--- src/rtl/pulse_comm_pkg.sv ---
// Shared definitions for the enable widen/narrow pair: FSM encodings, statistics width
// and a saturating-increment helper.
package pulse_comm_pkg;

    typedef enum logic [1:0] {
        NE_IDLE    = 2'd0,
        NE_MEASURE = 2'd1,
        NE_STUCK   = 2'd2
    } ne_state_t;

    localparam int STAT_W = 16;

    function automatic logic [STAT_W-1:0] sat_inc(input logic [STAT_W-1:0] v);
        return (&v) ? v : v + 1'b1;
    endfunction

endpackage

--- src/rtl/narrow_enable_if.sv ---
// Enable-narrowing link: widened enable in, recovered pulse and width/fault strobes out.
interface narrow_enable_if #(
    parameter int CW = 5
);
    logic          src_signal_i;
    logic          dest_pulse_o;
    logic [CW-1:0] width_o;
    logic          width_valid_o;
    logic          err_short_o;
    logic          err_long_o;

    modport master (
        output src_signal_i,
        input  dest_pulse_o, width_o, width_valid_o, err_short_o, err_long_o
    );

    modport slave (
        input  src_signal_i,
        output dest_pulse_o, width_o, width_valid_o, err_short_o, err_long_o
    );
endinterface

--- src/rtl/sync_bits.sv ---
// Multi-flop synchroniser for a single asynchronous bit, with a parameterised reset value.
module sync_bits #(
    parameter int   STAGES  = 2,
    parameter logic RST_VAL = 1'b0
) (
    input  logic i_clk,
    input  logic i_rst_n,
    input  logic i_d,
    output logic o_q
);

    (* ASYNC_REG = "TRUE" *) logic [STAGES-1:0] r_sync;

    always_ff @(posedge i_clk or negedge i_rst_n) begin
        if (!i_rst_n) r_sync <= {STAGES{RST_VAL}};
        else          r_sync <= {r_sync[STAGES-2:0], i_d};
    end

    assign o_q = r_sync[STAGES-1];

endmodule

--- src/rtl/narrow_enable.sv ---
// Recovers one pulse per qualified widened enable, measures its width and flags short/stuck
// enables. Optional statistics counters are built when NARROW_ENABLE_STAT_EN is defined.
module narrow_enable
    import pulse_comm_pkg::*;
#(
    parameter logic ACTIVE_LEVEL = 1'b1,
    parameter int   SYNC_STAGES  = 2,
    parameter int   MIN_WIDTH    = 3,
    parameter int   MAX_WIDTH    = 16,
    parameter int   CW           = $clog2(MAX_WIDTH + 1)
) (
    input  logic              clk_i,
    input  logic              rst_n_i,
`ifdef NARROW_ENABLE_STAT_EN
    input  logic              stat_clr_i,
    output logic [STAT_W-1:0] pulse_cnt_o,
    output logic [STAT_W-1:0] err_cnt_o,
`endif
    narrow_enable_if.slave    ne
);

    logic          w_sync;
    logic          w_act;
    ne_state_t     r_state, w_state_nxt;
    logic [CW-1:0] r_cnt, w_cnt_nxt, w_cnt_inc;
    logic [CW-1:0] r_width;
    logic          r_pulse, r_vld, r_short, r_long;
    logic          w_pulse_nxt, w_vld_nxt, w_short_nxt, w_long_nxt;

    sync_bits #(
        .STAGES  (SYNC_STAGES),
        .RST_VAL (~ACTIVE_LEVEL)
    ) u_sync (
        .i_clk   (clk_i),
        .i_rst_n (rst_n_i),
        .i_d     (ne.src_signal_i),
        .o_q     (w_sync)
    );

    assign w_act = (w_sync == ACTIVE_LEVEL);

    // Run length including the sample being evaluated this cycle.
    assign w_cnt_inc = (r_state == NE_IDLE) ? CW'(1) : r_cnt + 1'b1;

    always_ff @(posedge clk_i or negedge rst_n_i) begin
        if (!rst_n_i) r_state <= NE_IDLE;
        else          r_state <= w_state_nxt;
    end

    always_comb begin
        w_state_nxt = r_state;
        unique case (r_state)
            NE_IDLE, NE_MEASURE: begin
                if (!w_act)                            w_state_nxt = NE_IDLE;
                else if (w_cnt_inc == CW'(MAX_WIDTH))  w_state_nxt = NE_STUCK;
                else                                   w_state_nxt = NE_MEASURE;
            end
            NE_STUCK: if (!w_act) w_state_nxt = NE_IDLE;
            default:  w_state_nxt = NE_IDLE;
        endcase
    end

    always_comb begin
        w_cnt_nxt   = r_cnt;
        w_pulse_nxt = 1'b0;
        w_vld_nxt   = 1'b0;
        w_short_nxt = 1'b0;
        w_long_nxt  = 1'b0;
        unique case (r_state)
            NE_IDLE, NE_MEASURE: begin
                if (w_act) begin
                    w_cnt_nxt   = w_cnt_inc;
                    w_pulse_nxt = (w_cnt_inc == CW'(MIN_WIDTH));
                    w_long_nxt  = (w_cnt_inc == CW'(MAX_WIDTH));
                end else begin
                    w_cnt_nxt = '0;
                    if (r_state == NE_MEASURE) begin
                        w_short_nxt = (r_cnt < CW'(MIN_WIDTH));
                        w_vld_nxt   = (r_cnt >= CW'(MIN_WIDTH));
                    end
                end
            end
            // Counter holds at MAX_WIDTH while stuck; no wrap.
            NE_STUCK: if (!w_act) w_cnt_nxt = '0;
            default:  w_cnt_nxt = '0;
        endcase
    end

    always_ff @(posedge clk_i or negedge rst_n_i) begin
        if (!rst_n_i) begin
            r_cnt   <= '0;
            r_width <= '0;
            r_pulse <= 1'b0;
            r_vld   <= 1'b0;
            r_short <= 1'b0;
            r_long  <= 1'b0;
        end else begin
            r_cnt   <= w_cnt_nxt;
            r_pulse <= w_pulse_nxt;
            r_vld   <= w_vld_nxt;
            r_short <= w_short_nxt;
            r_long  <= w_long_nxt;
            if (w_vld_nxt) r_width <= r_cnt;
        end
    end

    assign ne.dest_pulse_o  = r_pulse;
    assign ne.width_o       = r_width;
    assign ne.width_valid_o = r_vld;
    assign ne.err_short_o   = r_short;
    assign ne.err_long_o    = r_long;

`ifdef NARROW_ENABLE_STAT_EN
    logic [STAT_W-1:0] r_pulse_cnt, r_err_cnt;

    // Clear takes priority over a coincident increment.
    always_ff @(posedge clk_i or negedge rst_n_i) begin
        if (!rst_n_i) begin
            r_pulse_cnt <= '0;
            r_err_cnt   <= '0;
        end else if (stat_clr_i) begin
            r_pulse_cnt <= '0;
            r_err_cnt   <= '0;
        end else begin
            if (r_pulse)           r_pulse_cnt <= sat_inc(r_pulse_cnt);
            if (r_short || r_long) r_err_cnt   <= sat_inc(r_err_cnt);
        end
    end

    assign pulse_cnt_o = r_pulse_cnt;
    assign err_cnt_o   = r_err_cnt;
`endif

endmodule
--- src/flat_wrapper.sv ---
// flat-port wrapper written by rule: the top's interface ports become plain ports
module narrow_enable_flat import pulse_comm_pkg::*;
#(
    parameter logic ACTIVE_LEVEL = 1'b1,
    parameter int   SYNC_STAGES  = 2,
    parameter int   MIN_WIDTH    = 3,
    parameter int   MAX_WIDTH    = 16,
    parameter int   CW           = $clog2(MAX_WIDTH + 1)
)
  (clk_i, rst_n_i, ne_src_signal_i, ne_dest_pulse_o, ne_width_o, ne_width_valid_o, ne_err_short_o, ne_err_long_o);
  narrow_enable_if #(.CW(CW)) ne_i ();
  input  logic clk_i;
  input  logic rst_n_i;
  input wire logic [$bits(ne_i.src_signal_i)-1:0] ne_src_signal_i;
  output wire logic [$bits(ne_i.dest_pulse_o)-1:0] ne_dest_pulse_o;
  output wire logic [$bits(ne_i.width_o)-1:0] ne_width_o;
  output wire logic [$bits(ne_i.width_valid_o)-1:0] ne_width_valid_o;
  output wire logic [$bits(ne_i.err_short_o)-1:0] ne_err_short_o;
  output wire logic [$bits(ne_i.err_long_o)-1:0] ne_err_long_o;
  assign ne_i.src_signal_i = ne_src_signal_i;
  assign ne_dest_pulse_o = ne_i.dest_pulse_o;
  assign ne_width_o = ne_i.width_o;
  assign ne_width_valid_o = ne_i.width_valid_o;
  assign ne_err_short_o = ne_i.err_short_o;
  assign ne_err_long_o = ne_i.err_long_o;
  narrow_enable #(.ACTIVE_LEVEL(ACTIVE_LEVEL), .SYNC_STAGES(SYNC_STAGES), .MIN_WIDTH(MIN_WIDTH), .MAX_WIDTH(MAX_WIDTH), .CW(CW)) u_core (.clk_i(clk_i), .rst_n_i(rst_n_i), .ne(ne_i));
endmodule
--- config.mk ---
export PLATFORM = sky130hd
export DESIGN_NAME = narrow_enable_flat
export DESIGN_NICKNAME = d
export VERILOG_FILES = /design/src/rtl/pulse_comm_pkg.sv /design/src/rtl/narrow_enable_if.sv /design/src/rtl/sync_bits.sv /design/src/rtl/narrow_enable.sv /design/src/flat_wrapper.sv
export SDC_FILE = /design/constraint.sdc
export NUM_CORES = 1
export LEC_CHECK = 0
export CORE_MARGIN = 2
export CORE_UTILIZATION = 51
export DETAILED_ROUTE_END_ITERATION = 10
export GPL_ROUTABILITY_DRIVEN = 0
export GPL_TIMING_DRIVEN = 1
export PLACE_DENSITY = 0.77
export SYNTH_ARGS = -nofsm -noshare
export SYNTH_HDL_FRONTEND = slang
export SYNTH_HIERARCHICAL = 1
export SYNTH_SLANG_ARGS = --single-unit
--- constraint.sdc ---
create_clock -name clk_i -period 2.2 [get_ports clk_i]
set_input_delay 0.33 -clock clk_i [delete_from_list [all_inputs] [get_ports clk_i]]
set_output_delay 0.33 -clock clk_i [all_outputs]
set_load 0.02 [all_outputs]
== Yosys cells after proc, flatten, opt, wreduce, memory -nomap -nowiden ==
Cells that the tools add are included.

* Output and inout port bits: 9
* Bits in registers: 18
* Bits of input ports: 3
* Word-level logic and storage cells: 36

* Add/sub/neg operators: 1
* Reduce and logical (&&, ||, !) cells: 2
* Order comparisons: 2
* Mux-type cells: 18
* Equality and inequality tests: 5

{| class="wikitable"
|+ Operators with widths
! operator !! count
|-
| $mux W5 || 3
|-
| $mux W1 || 10
|-
| $pmux W5 S2 || 1
|-
| $mux W2 || 3
|-
| $add A5 B1 Y5 const B || 1
|-
| $eq A5 B2 Y1 const B || 1
|-
| $eq A5 B5 Y1 const B || 1
|-
| $ge A5 B2 Y1 const B || 1
|-
| $lt A5 B2 Y1 const B || 1
|-
| $pmux W2 S2 || 1
|-
| $eq A2 B1 Y1 const B || 1
|-
| $eq A2 B2 Y1 const B || 1
|-
| $logic_not A2 Y1 || 1
|-
| $ne A2 B2 Y1 const B || 1
|-
| $reduce_or A2 Y1 || 1
|}

== Longest topological paths before layout ==
* Depth in word-level cells: 6
* Depth in mapped cells: 5
* Depth with buffers taken out: 5

== By module ==
Netlist, hierarchy kept.

{| class="wikitable"
|+ By module, submodules not included
! module !! cells each !! area an instance (µm²) !! sequential area each (µm²) !! instances
|-
| narrow_enable || 68 || 797.0 || 400.4 || 1
|-
| sync_bits || 2 || 50.0 || 50.0 || 1
|}

== Worst setup path after synthesis ==
No wires, ideal clock.

* Path type: register to register
* From: register u_core.r_cnt[0]
* To: register u_core.r_state[1]
* Setup time: 0.066 ns
* Period minus slack after synthesis: 1.554 ns
* Arrival time: 1.488 ns
* Cell stages (with the launch flop): 6
* Path slack: 0.646 ns
* Path through: dfrtp_1 ha_1 nand3_1 xor2_1 nor4b_2 a22o_1

* Word-level cells in the longest chain between the ends: 6

{| class="wikitable"
|+ Ends and longest elaborated chain
! element !! line !! RTL
|-
| start, declared || narrow_enable.sv:25 || <nowiki>logic [CW-1:0] r_cnt, w_cnt_nxt, w_cnt_inc;</nowiki>
|-
| start signal, assigned || narrow_enable.sv:98 || <nowiki>r_cnt <= w_cnt_nxt;</nowiki>
|-
| $add A5 B1 Y5 || narrow_enable.sv:43 || <nowiki>assign w_cnt_inc = (r_state == NE_IDLE) ? CW'(1) : r_cnt + 1'b1;</nowiki>
|-
| $mux W5 || narrow_enable.sv:43 ||
|-
| $eq A5 B5 Y1 || narrow_enable.sv:55 || <nowiki>else if (w_cnt_inc == CW'(MAX_WIDTH)) w_state_nxt = NE_STUCK;</nowiki>
|-
| $mux W2 || narrow_enable.sv:55 ||
|-
| $mux W2 || narrow_enable.sv:54 || <nowiki>if (!w_act) w_state_nxt = NE_IDLE;</nowiki>
|-
| $pmux W2 S2 || narrow_enable.sv:52 || <nowiki>unique case (r_state)</nowiki>
|-
| end signal, assigned || narrow_enable.sv:47 || <nowiki>else r_state <= w_state_nxt;</nowiki>
|-
| end, declared || narrow_enable.sv:24 || <nowiki>ne_state_t r_state, w_state_nxt;</nowiki>
|}

No other way between the ends.
A chain may end at the register's enable or synchronous reset.

== Worst setup path after layout ==
* From: register u_core.r_cnt[1]
* To: register u_core.r_state[1]

Same word-level chain as after synthesis.

==> metrics.cfg <==
[global_routing]
top_usage_layer = met2
grt_pass1_wl_um = 2350
met2_usage_pct = 26.7
antenna_found_initial = 0
grt_overflow = 0
grtUsageMet3_pct = 2.40
grt.total_usage_pct = 16.8
grt_use_met1_pct = 22.3
grt_start_max_net_pins = 11
grt_pass1_vias = 519

[routing]
drt_iter0_markers = 7
wl_per_cell_um = 14.1
drc = 0
num_vias = 549
viasPerCell = 5.55
ant_nets = 0
routed_wl_um = 1400
drtPass1Iterations = 4

[critical_path]
crit_chain = ha_1, nand3_1, xor2_1, nor4b_2, a22o_1
critPathKind = register to register
crit_required_ns = 2.42
critPathCaptureType = register
critical-path-max-stage-delay_ns = 0.47
reg2reg_from = u_core/r_cnt[1]
crit_path_max_fanout = 7
worst-r2r-cell-count = 5
worst_ep_arrival_time_ns = 1.95
cp_slowest_cell = dfrtp_1
start_kind = register
rrSetupSlack_ns = 0.47
r2r-end = u_core/r_state[1]

[cts]
cts-root-buf = clkbuf_4
cts_setup_buffers = 0
cts_buffers = 3
clkLatencyLatePin_ns = 0.28
cts.sinks = 18
clockBufferDepth = 2
path_clk_slew_ns = 0.09
cts-resized-gates = 0
hold_buffers = 0
cts_tree = built
ctsHtreeMaxLevel = 1

[synth]
synthDominantCellAreaShare_pct = 53.2
syn_inst = 70
ys_seq_elements = 18
syn_avg_cell_area_um2 = 12.1
ys_top_cells_by_area = dfrtp_1 (53%), mux2_4 (7.1%), and2_1 (3.7%)
syn-num-nets = 74
yosysTopAreaCell = dfrtp_1
synth.distinct_cells = 30
synth-edff-count = 0
synth_common_cells = dfrtp_1 (18), and2_1 (5), o21ai_0 (5), mux2_4 (4), nand2_1 (4)
ys.flop_type = dfrtp_1
yosysSeqAreaShare_pct = 53.2
netlist_area_um2 = 847
yosysMostFrequentCell = dfrtp_1
ys_warn_count = 6
async_flop_share_pct = 100

[floorplanning]
core_region_area_um2 = 1520
rows = 14
die_h_um = 44.8
initial_core_util_pct = 55.6
pin_count = 12
dieArea_um2 = 2000
fp.dieW_um = 44.8

[timing]
fin_tns_setup_ns = 0
worstMarginPinSlew_ns = 0.432
period_needed_ns = 1.73
drv_slew = 0
slew_headroom_pct = 71.1
fin_crit_sh_pct = 78.5
finalSetupViolations = 0
fin_skew_ns = 0.00407
fmax_mhz = 579
hold_violations = 0
rsz0062_at_grt = false

[power]
power.density_nw_per_um2 = 600
total_leakage_power_nw = 0.429
irDropWorstVdd_uv = 520
power_uw = 593

[finish]
fin_nets = 89
fillCellCount = 119
area_growth_pct = 16.7
drive_above_1_share_pct = 15.7
final_cells = 99
diodes = 0

[worst_hold_path]
hold_path.class = primary input to async pin

[place]
dpl.hpwl_um = 1060
dp.cells = 96
port_buffers = 11

[outcome]
outcome = finished, final reports clean

[run]
max_cap_viol_count = 0

-- cell usage in the layout, fill, tap and decap left out, types with 2 or more instances in the layout --
master           synthesis  final
a21boi_0                 2      2
clkbuf_4                 0      3
nor2b_1                  3      3
a21oi_1                  2      2
nand3_1                  2      2
o21ai_0                  5      5
mux2_4                   4      4
dfrtp_1                 18     18
and2_1                   5      5
clkdlybuf4s50_1          0     11
nand2_1                  4      4
nand2b_1                 2      2
nor2_1                   3      3
a31oi_1                  2      2
-- power by group --
part,internal (mW),switching (mW),total [mW]
logic,0.0446,0.0379,0.0825
clock network,0.0636,0.0866,0.150
registers,0.346,0.0142,0.360
-- layer usage --
metal	part of all wire [%]	wire, um
met3	2.7	38
met1	48	668
met4	1.5	21
met5	0	0
met2	48	672
-- cells by family after synthesis --
kind of cell	share of synthesized area, %
simple gates	19.8
compound gates	12.6
fa+ha+maj	1.48
mux	8.27
xor+xnor	2.07
buf+inv	2.66
flops	53.2
-- worst max-delay path: cells and delay by family, from the launching register on --
family / cells / cell delay, ns
flops: 1 / 0.47
simple gates: 2 / 0.46
fa+ha+maj: 1 / 0.36
compound gates: 1 / 0.19
xor+xnor: 1 / 0.18
-- worst max-delay path by stage --
stage,start,to,slack (ns),depth (start not counted)
after floorplan,u_core/r_cnt[0],u_core/r_state[1],0.65,5
after global placement,u_core/r_cnt[0],u_core/r_state[1],0.53,5
after detailed placement,u_core/r_cnt[0],u_core/r_state[1],0.49,5
after CTS,u_core/r_cnt[0],u_core/r_state[1],0.46,5
after global routing,u_core/r_cnt[1],u_core/r_state[1],0.28,5
final,u_core/r_cnt[1],u_core/r_state[1],0.47,5
-- area by class of cell --
type | count | area [um2] | area share, %
sequential | 18 | 450 | 45.6
multi-input combinational | 49 | 374 | 37.8
clock buffer | 3 | 22.5 | 2.28
timing repair buffer | 12 | 118 | 11.9
tap | 16 | 20.0 | 2.03
inverter | 1 | 3.75 | 0.380
-- registers in the layout, indices dropped and copies added, names as in the netlist --
signal and flops:
u_core/r_cnt 5, u_core/ne.err_long_o 1, u_core/r_state 2, u_core/u_sync/r_sync 2, u_core/ne.width_o 5, u_core/ne.dest_pulse_o 1, u_core/ne.width_valid_o 1, u_core/ne.err_short_o 1
-- through the flow --
step                      setup slack [ns]  utilization, %  cell area (um2)  hold slack, ns
final                                0.472            64.9              988           0.345
after global routing                 0.284            64.9              988           0.368
after global placement               0.527            63.4              966           0.335
after detailed placement             0.490            63.4              966           0.358
after floorplan                      0.646               -              847          0.0344
after CTS                            0.457            64.9              988           0.352
No activity file was read; power rests on OpenSTA's default activity.
